## config.mk

```make
export PLATFORM = sky130hd
export DESIGN_NAME = imm_field_packer
export DESIGN_NICKNAME = d
export VERILOG_FILES = /design/src/rtl/imm_field_packer.sv
export SDC_FILE = /design/constraint.sdc
export NUM_CORES = 1
export LEC_CHECK = 0
export ABC_AREA = 1
export ABC_CLOCK_PERIOD_IN_PS = 2200
export BUFFER_PORTS_ARGS = -buffer_cell sky130_fd_sc_hd__buf_4
export CORE_MARGIN = 4
export CORE_UTILIZATION = 56
export CTS_BUF_LIST = sky130_fd_sc_hd__clkbuf_8 sky130_fd_sc_hd__clkbuf_16
export DETAILED_ROUTE_END_ITERATION = 12
export PLACE_DENSITY = 0.83
export SLEW_MARGIN = 15
export SYNTH_ARGS = -nofsm -noshare
export SYNTH_HDL_FRONTEND = slang
export SYNTH_SLANG_ARGS = --single-unit
```

## constraint.sdc

```tcl
create_clock -name clk -period 2.2 [get_ports clk]
set_input_delay 0.44 -clock clk [delete_from_list [all_inputs] [get_ports clk]]
set_output_delay 0.44 -clock clk [all_outputs]
set_load 0.05 [all_outputs]
```

## src/rtl/imm_field_packer.sv

```systemverilog
`default_nettype none
// ============================================================================
// Module   : imm_field_packer
// Purpose  : Narrows a 16-bit signed value to the 8-bit instruction immediate
//            field for its instruction type. Flags values whose sign-extended
//            field would not reproduce the original. A 2-entry in-order
//            output buffer decouples the two valid/ready handshakes, and a
//            saturating counter tallies accepted overflow entries.
// Ports    : clk, rst_n (async, active-low)
//            in_valid/in_ready/in_value[15:0]/in_type[1:0]   - upstream
//            out_valid/out_ready/out_field[7:0]/out_type[1:0]/out_ovf
//                                                            - downstream
//            err_count[ERR_CNT_W-1:0], clr_err               - overflow stats
// Revision : 1.0 - initial release
// ============================================================================
module imm_field_packer #(
   parameter int ERR_CNT_W = 8
) (
   input  logic                 clk,
   input  logic                 rst_n,
   input  logic                 in_valid,
   output logic                 in_ready,
   input  logic [15:0]          in_value,
   input  logic [1:0]           in_type,
   output logic                 out_valid,
   input  logic                 out_ready,
   output logic [7:0]           out_field,
   output logic [1:0]           out_type,
   output logic                 out_ovf,
   output logic [ERR_CNT_W-1:0] err_count,
   input  logic                 clr_err
);

   // Buffer occupancy encoding
   localparam logic [1:0] S_EMPTY = 2'd0;
   localparam logic [1:0] S_ONE   = 2'd1;
   localparam logic [1:0] S_FULL  = 2'd2;

   localparam logic [ERR_CNT_W-1:0] C_ERR_ONE = ERR_CNT_W'(1);

   logic [1:0]  r_occ;
   logic [1:0]  w_occ_nxt;
   logic        r_in_ready;

   // Second (non-head) buffer slot; the head slot is the output registers.
   logic [7:0]  r_tail_field;
   logic [1:0]  r_tail_type;
   logic        r_tail_ovf;

   logic        w_acc;
   logic        w_pop;
   logic        w_fits4;
   logic        w_fits8;
   logic [7:0]  w_enc_field;
   logic        w_enc_ovf;
   logic        w_head_from_in;
   logic        w_head_from_tail;
   logic        w_tail_from_in;

   assign w_acc     = in_valid & r_in_ready;
   assign w_pop     = out_valid & out_ready;
   assign in_ready  = r_in_ready;
   assign out_valid = (r_occ != S_EMPTY);

   // ------------------------------------------------------------------------
   // Encoder: a value fits an N-bit signed field when every bit from N-1
   // upward is a copy of the sign bit.
   // ------------------------------------------------------------------------
   assign w_fits4 = (&in_value[15:3]) | ~(|in_value[15:3]);
   assign w_fits8 = (&in_value[15:7]) | ~(|in_value[15:7]);

   always_comb begin
      w_enc_field = in_value[7:0];
      w_enc_ovf   = 1'b0;
      case (in_type)
         2'b00: begin
            // R-type carries no immediate; low byte passes through unchecked.
            w_enc_field = in_value[7:0];
            w_enc_ovf   = 1'b0;
         end
         2'b01: begin
            w_enc_field = {4'b0000, in_value[3:0]};
            w_enc_ovf   = ~w_fits4;
         end
         default: begin
            w_enc_field = in_value[7:0];
            w_enc_ovf   = ~w_fits8;
         end
      endcase
   end

   // ------------------------------------------------------------------------
   // Occupancy next-state
   // ------------------------------------------------------------------------
   always_comb begin
      w_occ_nxt = r_occ;
      case (r_occ)
         S_EMPTY: if (w_acc) w_occ_nxt = S_ONE;
         S_ONE: begin
            if (w_acc && !w_pop)      w_occ_nxt = S_FULL;
            else if (!w_acc && w_pop) w_occ_nxt = S_EMPTY;
         end
         S_FULL:  if (w_pop) w_occ_nxt = S_ONE;
         default: w_occ_nxt = S_EMPTY;
      endcase
   end

   // Data movement. A new entry lands in the head when the head is free
   // (empty, or being popped while it is the only entry); otherwise it waits
   // in the tail. Popping a full buffer promotes the tail.
   assign w_head_from_in   = w_acc && ((r_occ == S_EMPTY) || ((r_occ == S_ONE) && w_pop));
   assign w_tail_from_in   = w_acc && (r_occ == S_ONE) && !w_pop;
   assign w_head_from_tail = w_pop && (r_occ == S_FULL);

   always_ff @(posedge clk or negedge rst_n) begin
      if (!rst_n) begin
         r_occ        <= S_EMPTY;
         r_in_ready   <= 1'b1;
         out_field    <= 8'h00;
         out_type     <= 2'b00;
         out_ovf      <= 1'b0;
         r_tail_field <= 8'h00;
         r_tail_type  <= 2'b00;
         r_tail_ovf   <= 1'b0;
      end else begin
         r_occ      <= w_occ_nxt;
         // Registered so in_ready never depends combinationally on out_ready.
         r_in_ready <= (w_occ_nxt != S_FULL);
         if (w_head_from_in) begin
            out_field <= w_enc_field;
            out_type  <= in_type;
            out_ovf   <= w_enc_ovf;
         end else if (w_head_from_tail) begin
            out_field <= r_tail_field;
            out_type  <= r_tail_type;
            out_ovf   <= r_tail_ovf;
         end
         if (w_tail_from_in) begin
            r_tail_field <= w_enc_field;
            r_tail_type  <= in_type;
            r_tail_ovf   <= w_enc_ovf;
         end
      end
   end

   // ------------------------------------------------------------------------
   // Overflow counter. A clear coinciding with an overflow accept leaves 1 so
   // that event is not lost.
   // ------------------------------------------------------------------------
   always_ff @(posedge clk or negedge rst_n) begin
      if (!rst_n) begin
         err_count <= '0;
      end else if (clr_err) begin
         err_count <= (w_acc && w_enc_ovf) ? C_ERR_ONE : '0;
      end else if (w_acc && w_enc_ovf && !(&err_count)) begin
         err_count <= err_count + C_ERR_ONE;
      end
   end

endmodule
`default_nettype wire

```

== After elaboration in Yosys (flattened, before gate mapping) ==
Index checks and enable logic that the tools add are counted.

* Reduce and logical (&&, ||, !) cells: 23
* Add/subtract/negate cells: 1
* Equal/unequal tests: 4
* Bitwise operators: 8
* Muxes and demuxes: 16

{| class="wikitable"
|+ Operators with widths
! cell !! count
|-
| $mux 8 || 5
|-
| $reduce_and 13->1 || 1
|-
| $reduce_or 13->1 || 1
|-
| $mux 2 || 6
|-
| $logic_and 1x1->1 || 9
|-
| $reduce_and 9->1 || 1
|-
| $reduce_or 9->1 || 1
|-
| $add 8x1->8 const B || 1
|-
| $reduce_and 8->1 || 1
|-
| $pmux 2 s3 || 1
|-
| $reduce_bool 2->1 || 3
|-
| $eq 2x1->1 const B || 2
|-
| $logic_not 2->1 || 2
|-
| $not 1->1 || 4
|-
| $logic_not 1->1 || 3
|-
| $mux 1 || 3
|-
| $and 1x1->1 || 2
|-
| $eq 2x2->1 const B || 1
|-
| $ne 2x2->1 const B || 1
|-
| $or 1x1->1 || 2
|-
| $pmux 1 s2 || 1
|-
| $logic_or 1x1->1 || 1
|}

* Input port bits: 23
* Flip-flop bits (word level): 33
* Word-level logic and storage cells: 61
* Output and inout port bits: 21

== Logic depth before layout (Yosys ltp) ==
* Depth after elaboration: 9
* Gate-level depth with buffers: 10
* Gate-level depth less buffers: 10

== Worst setup path after synthesis ==
Ideal clock, no wire load.

* Path kind: register to register
* Start point: register err_count[0]
* End point: register err_count[3]
* Data arrival time: 1.766 ns
* Clock period less this slack: 1.885 ns
* Required time: 2.081 ns
* Path slack: 0.315 ns
* Buffers on the path: 0
* Stages on the path, launching flop included: 11
* Setup time: 0.119 ns
* Cell sequence: dfrtp_1 ha_1 nand2_1 inv_2 nand2_4 nor3b_4 nand3_2 nand3_4 nand2_4 nand2_1 nand2_1

* Word-level cells in the longest chain between the ends: 4
* Elaborated cells on any way between the ends: 7
* Classes of those cells: add/sub (1); mux (2); reduce/logical (4)

{| class="wikitable"
|+ RTL lines
! item !! line !! source
|-
| start, declared || 30 || <nowiki>output logic [ERR_CNT_W-1:0] err_count,</nowiki>
|-
| start signal, assigned || 154 || <nowiki>err_count <= (w_acc && w_enc_ovf) ? C_ERR_ONE : '0;</nowiki>
|-
| start signal, assigned || 156 || <nowiki>err_count <= err_count + C_ERR_ONE;</nowiki>
|-
| parallel branches: the longest is 4 deep, another holds $add 8x1->8 || -- ||
|}

Parallel ways; which one is timed is not known. The select of a mux whose other input is x is not followed.
A chain may end at the register's enable or synchronous reset.

== Worst setup path after layout ==
* Start point: register err_count[0]
* End point: register err_count[0]

The elaborated chain is that of the path after synthesis.

==> impl_metrics.json <==
{
  "status": "completed",
  "area_delta_synth_final_pct": 25.18,
  "synthCells": 221,
  "grt_pass1_wl_mm": 6.644,
  "worst-slew-pin-transition_ns": 0.5487,
  "layout.nets": 290,
  "total_power_uw": 2436,
  "antenna_left": 0,
  "fmax_mhz": 592.9,
  "start_util_pct": 57.77,
  "wl_per_cell_um": 12.05,
  "htree_levels": 2,
  "die_w_um": 63.89,
  "final_hold_viol_count": 0,
  "grtUsageTotal_pct": 20.42,
  "setup_viol": 0,
  "crit_path_max_fanout": 9,
  "cp_cell_sequence": "ha_1, nand2_1, inv_2, nand2_4, nor3b_4, nand3_2, nand3_4, nand2_4, nand2_1, nand2_1",
  "p_leak_uw": 0.001130,
  "ys_seq_area_share_pct": 47.28,
  "fin_crit_ns": 1.687,
  "overflow": 0,
  "clk_path_buf_depth": 2,
  "cts_buffers": 5,
  "routed_wl_mm": 3.748,
  "rsz0062_at_grt": "false",
  "gp_congestion": 0.8195,
  "synth_nets": 245,
  "crit_path_top_delay_cell": "dfrtp_1",
  "maxCapViolCount": 0,
  "dp_slack_ns": 0.5205,
  "clk_pin_slew_worst_paths_ns": 0.07,
  "crit_path_end_kind": "flip-flop",
  "core_area_um2": 3028,
  "die_height_um": 63.89,
  "dp_hpwl_mm": 2.808,
  "path_common_cell": "nand2_1",
  "drc_errors": 0,
  "ys_seq_elements": 33,
  "drtPass1Iterations": 4,
  "clkSinkCount": 33,
  "reg2reg_depth": 10,
  "cts_hold_buf": 0,
  "finalSetupTns_ns": 0,
  "synth_area_um2": 1749,
  "synth-edff-count": 0,
  "io_buffers": 43,
  "n_antenna_cell": 0,
  "fp-row-count": 20,
  "vias": 1594,
  "slowest_delay_ns": 0.43,
  "min_path_type": "in2async",
  "cts_tree": "yes",
  "root_buffer": "clkbuf_8",
  "grt_pass1_vias": 1487,
  "grt_antenna_before_repair": 0,
  "final_util_pct": 72.31,
  "slew_viol_final": 0,
  "post_cts.repair.setup_buffers": 0,
  "critPathKind": "reg2reg",
  "avgSynthCellArea_um2": 7.915,
  "synthArstFlopShare_pct": 100.0,
  "yosysUniqueCellTypes": 28,
  "fillers": 237,
  "crit_required_ns": 2.37,
  "fin_ws_ns": 0.5132,
  "fin_crit_sh_pct": 76.67,
  "grt_max_degree": 34,
  "setup.worst_path.start_class": "flip-flop",
  "die-area_um2": 4082,
  "p_per_area_nw_per_um2": 1113,
  "drive_gt1_share_pct": 25.09,
  "cp.arrival_ns": 1.86,
  "ioPinCount": 44,
  "slew_headroom_pct": 63.33,
  "via_per_inst": 5.125,
  "seq_area_um2": 827.0,
  "finClkSkew_ns": 0.004958,
  "cts_resized": 0,
  "yosys_warnings": 0,
  "multi_input_area_um2": 782.0,
  "clk-insertion-delay-late_ns": 0.28,
  "ir_drop_uv": 464.5,
  "ys.flop_type": "dfrtp_1",
  "drt_iter0_drc": 111
}
==> routing by layer <==
metal | global-route usage, % | share of wire [%]
met1 | 27.71 | 45
met2 | 31.23 | 49
met3 | 4.218 | 4.7
met4 | 9.434 | 1.1
met5 | 0 | 0
==> worst max-delay path: cells and delay by family (launching register included) <==
kind / cells / cell delay, ns
adders and majority gates: 1 / 0.19
buffers and inverters: 1 / 0.08
DFF: 1 / 0.43
and+or+nand+nor: 8 / 0.86
==> through the flow <==
stage / cells / area [µm²] / hold WS, ns
final: 311 / 2190 / 0.09158
after global routing: 311 / 2190 / 0.1145
after CTS: 311 / 2190 / 0.09737
after detailed placement: 303 / 2100 / 0.4025
after global placement: 303 / 2100 / 0.4050
after floorplan: 221 / 1749 / 0.1444
==> cells in the final DEF, fill, tap and decap left out <==
| cell type | netlist | layout |
|---|---|---|
| a21oi_1 | 4 | 4 |
| a31o_2 | 1 | 1 |
| a31oi_1 | 2 | 2 |
| buf_4 | 1 | 43 |
| clkbuf_8 | 0 | 6 |
| dfrtp_1 | 32 | 32 |
| dfstp_2 | 1 | 1 |
| ha_1 | 1 | 1 |
| inv_1 | 25 | 27 |
| inv_2 | 5 | 5 |
| nand2_1 | 51 | 51 |
| nand2_4 | 2 | 2 |
| nand3_1 | 31 | 31 |
| nand3_2 | 1 | 1 |
| nand3_4 | 1 | 1 |
| nand4_1 | 1 | 1 |
| nor2_1 | 24 | 24 |
| nor2_2 | 3 | 3 |
| nor2_4 | 2 | 2 |
| nor3_1 | 2 | 2 |
| nor3b_4 | 1 | 1 |
| o211ai_1 | 9 | 9 |
| o21ai_0 | 8 | 8 |
| o21ai_1 | 5 | 5 |
| o221ai_1 | 1 | 1 |
| or2_2 | 1 | 1 |
| xnor2_1 | 1 | 1 |
| xor2_1 | 1 | 1 |
==> sequential cells by signal, indices dropped and copies added (netlist names) <==
signal	flops
out_ovf	1
err_count	8
r_tail_ovf	1
in_ready	1
out_field	8
r_tail_field	8
r_tail_type	2
out_type	2
r_occ	2
==> final cells by class <==
cell class / instances / area share [%]
Clock inverter: 2 / 0.3429
Clock buffer: 6 / 3.771
Tap cell: 44 / 2.514
Sequential cell: 33 / 37.77
Multi-Input combinational cell: 153 / 35.71
Timing Repair Buffer: 43 / 14.74
Inverter: 30 / 5.143
==> power breakdown <==
part	total [µW]	internal (µW)	leakage, µW	switching, µW
clock	457	246	0.0000538	211
combinational	1040	323	0.000659	717
sequential	939	822	0.000417	116
==> synthesized netlist by cell type (2+ instances only) <==
cell | n | area share (%)
nand2_1 | 51 | 11
dfrtp_1 | 32 | 46
nand3_1 | 31 | 8.9
inv_1 | 25 | 5.4
nor2_1 | 24 | 5.2
o211ai_1 | 9 | 3.9
o21ai_0 | 8 | 2.3
inv_2 | 5 | 1.1
o21ai_1 | 5 | 1.4
a21oi_1 | 4 | 1.1
buf_2 | 4 | 1.1
nor2_2 | 3 | 1.1
a31oi_1 | 2 | 0.72
nand2_4 | 2 | 1.3
nor2_4 | 2 | 1.3
nor3_1 | 2 | 0.57
==> worst paths after layout <==
| check | startpoint | end | slack (ns) |
|---|---|---|---|
| worst max-delay path | err_count[0] | err_count[0] | 0.51 |
| worst max register to register | err_count[0] | err_count[0] | 0.51 |
| worst min-delay path | rst_n | r_tail_field[3] | 0.09 |
| worst min register to register | r_occ[1] | in_ready | 0.50 |
| min in group clk | in_value[3] | r_tail_field[3] | 0.39 |
| max in group asynchronous | rst_n | in_ready | 1.78 |
==> cells by family after synthesis <==
logic type | count (synthesis) | share of synthesized area, %
buf+inv | 35 | 8.012
compound gates | 30 | 10.44
fa+ha+maj | 1 | 0.7152
simple gates | 120 | 32.55
flops | 33 | 47.28
xor+xnor | 2 | 1.002
(Power assumes the default switching activity.)
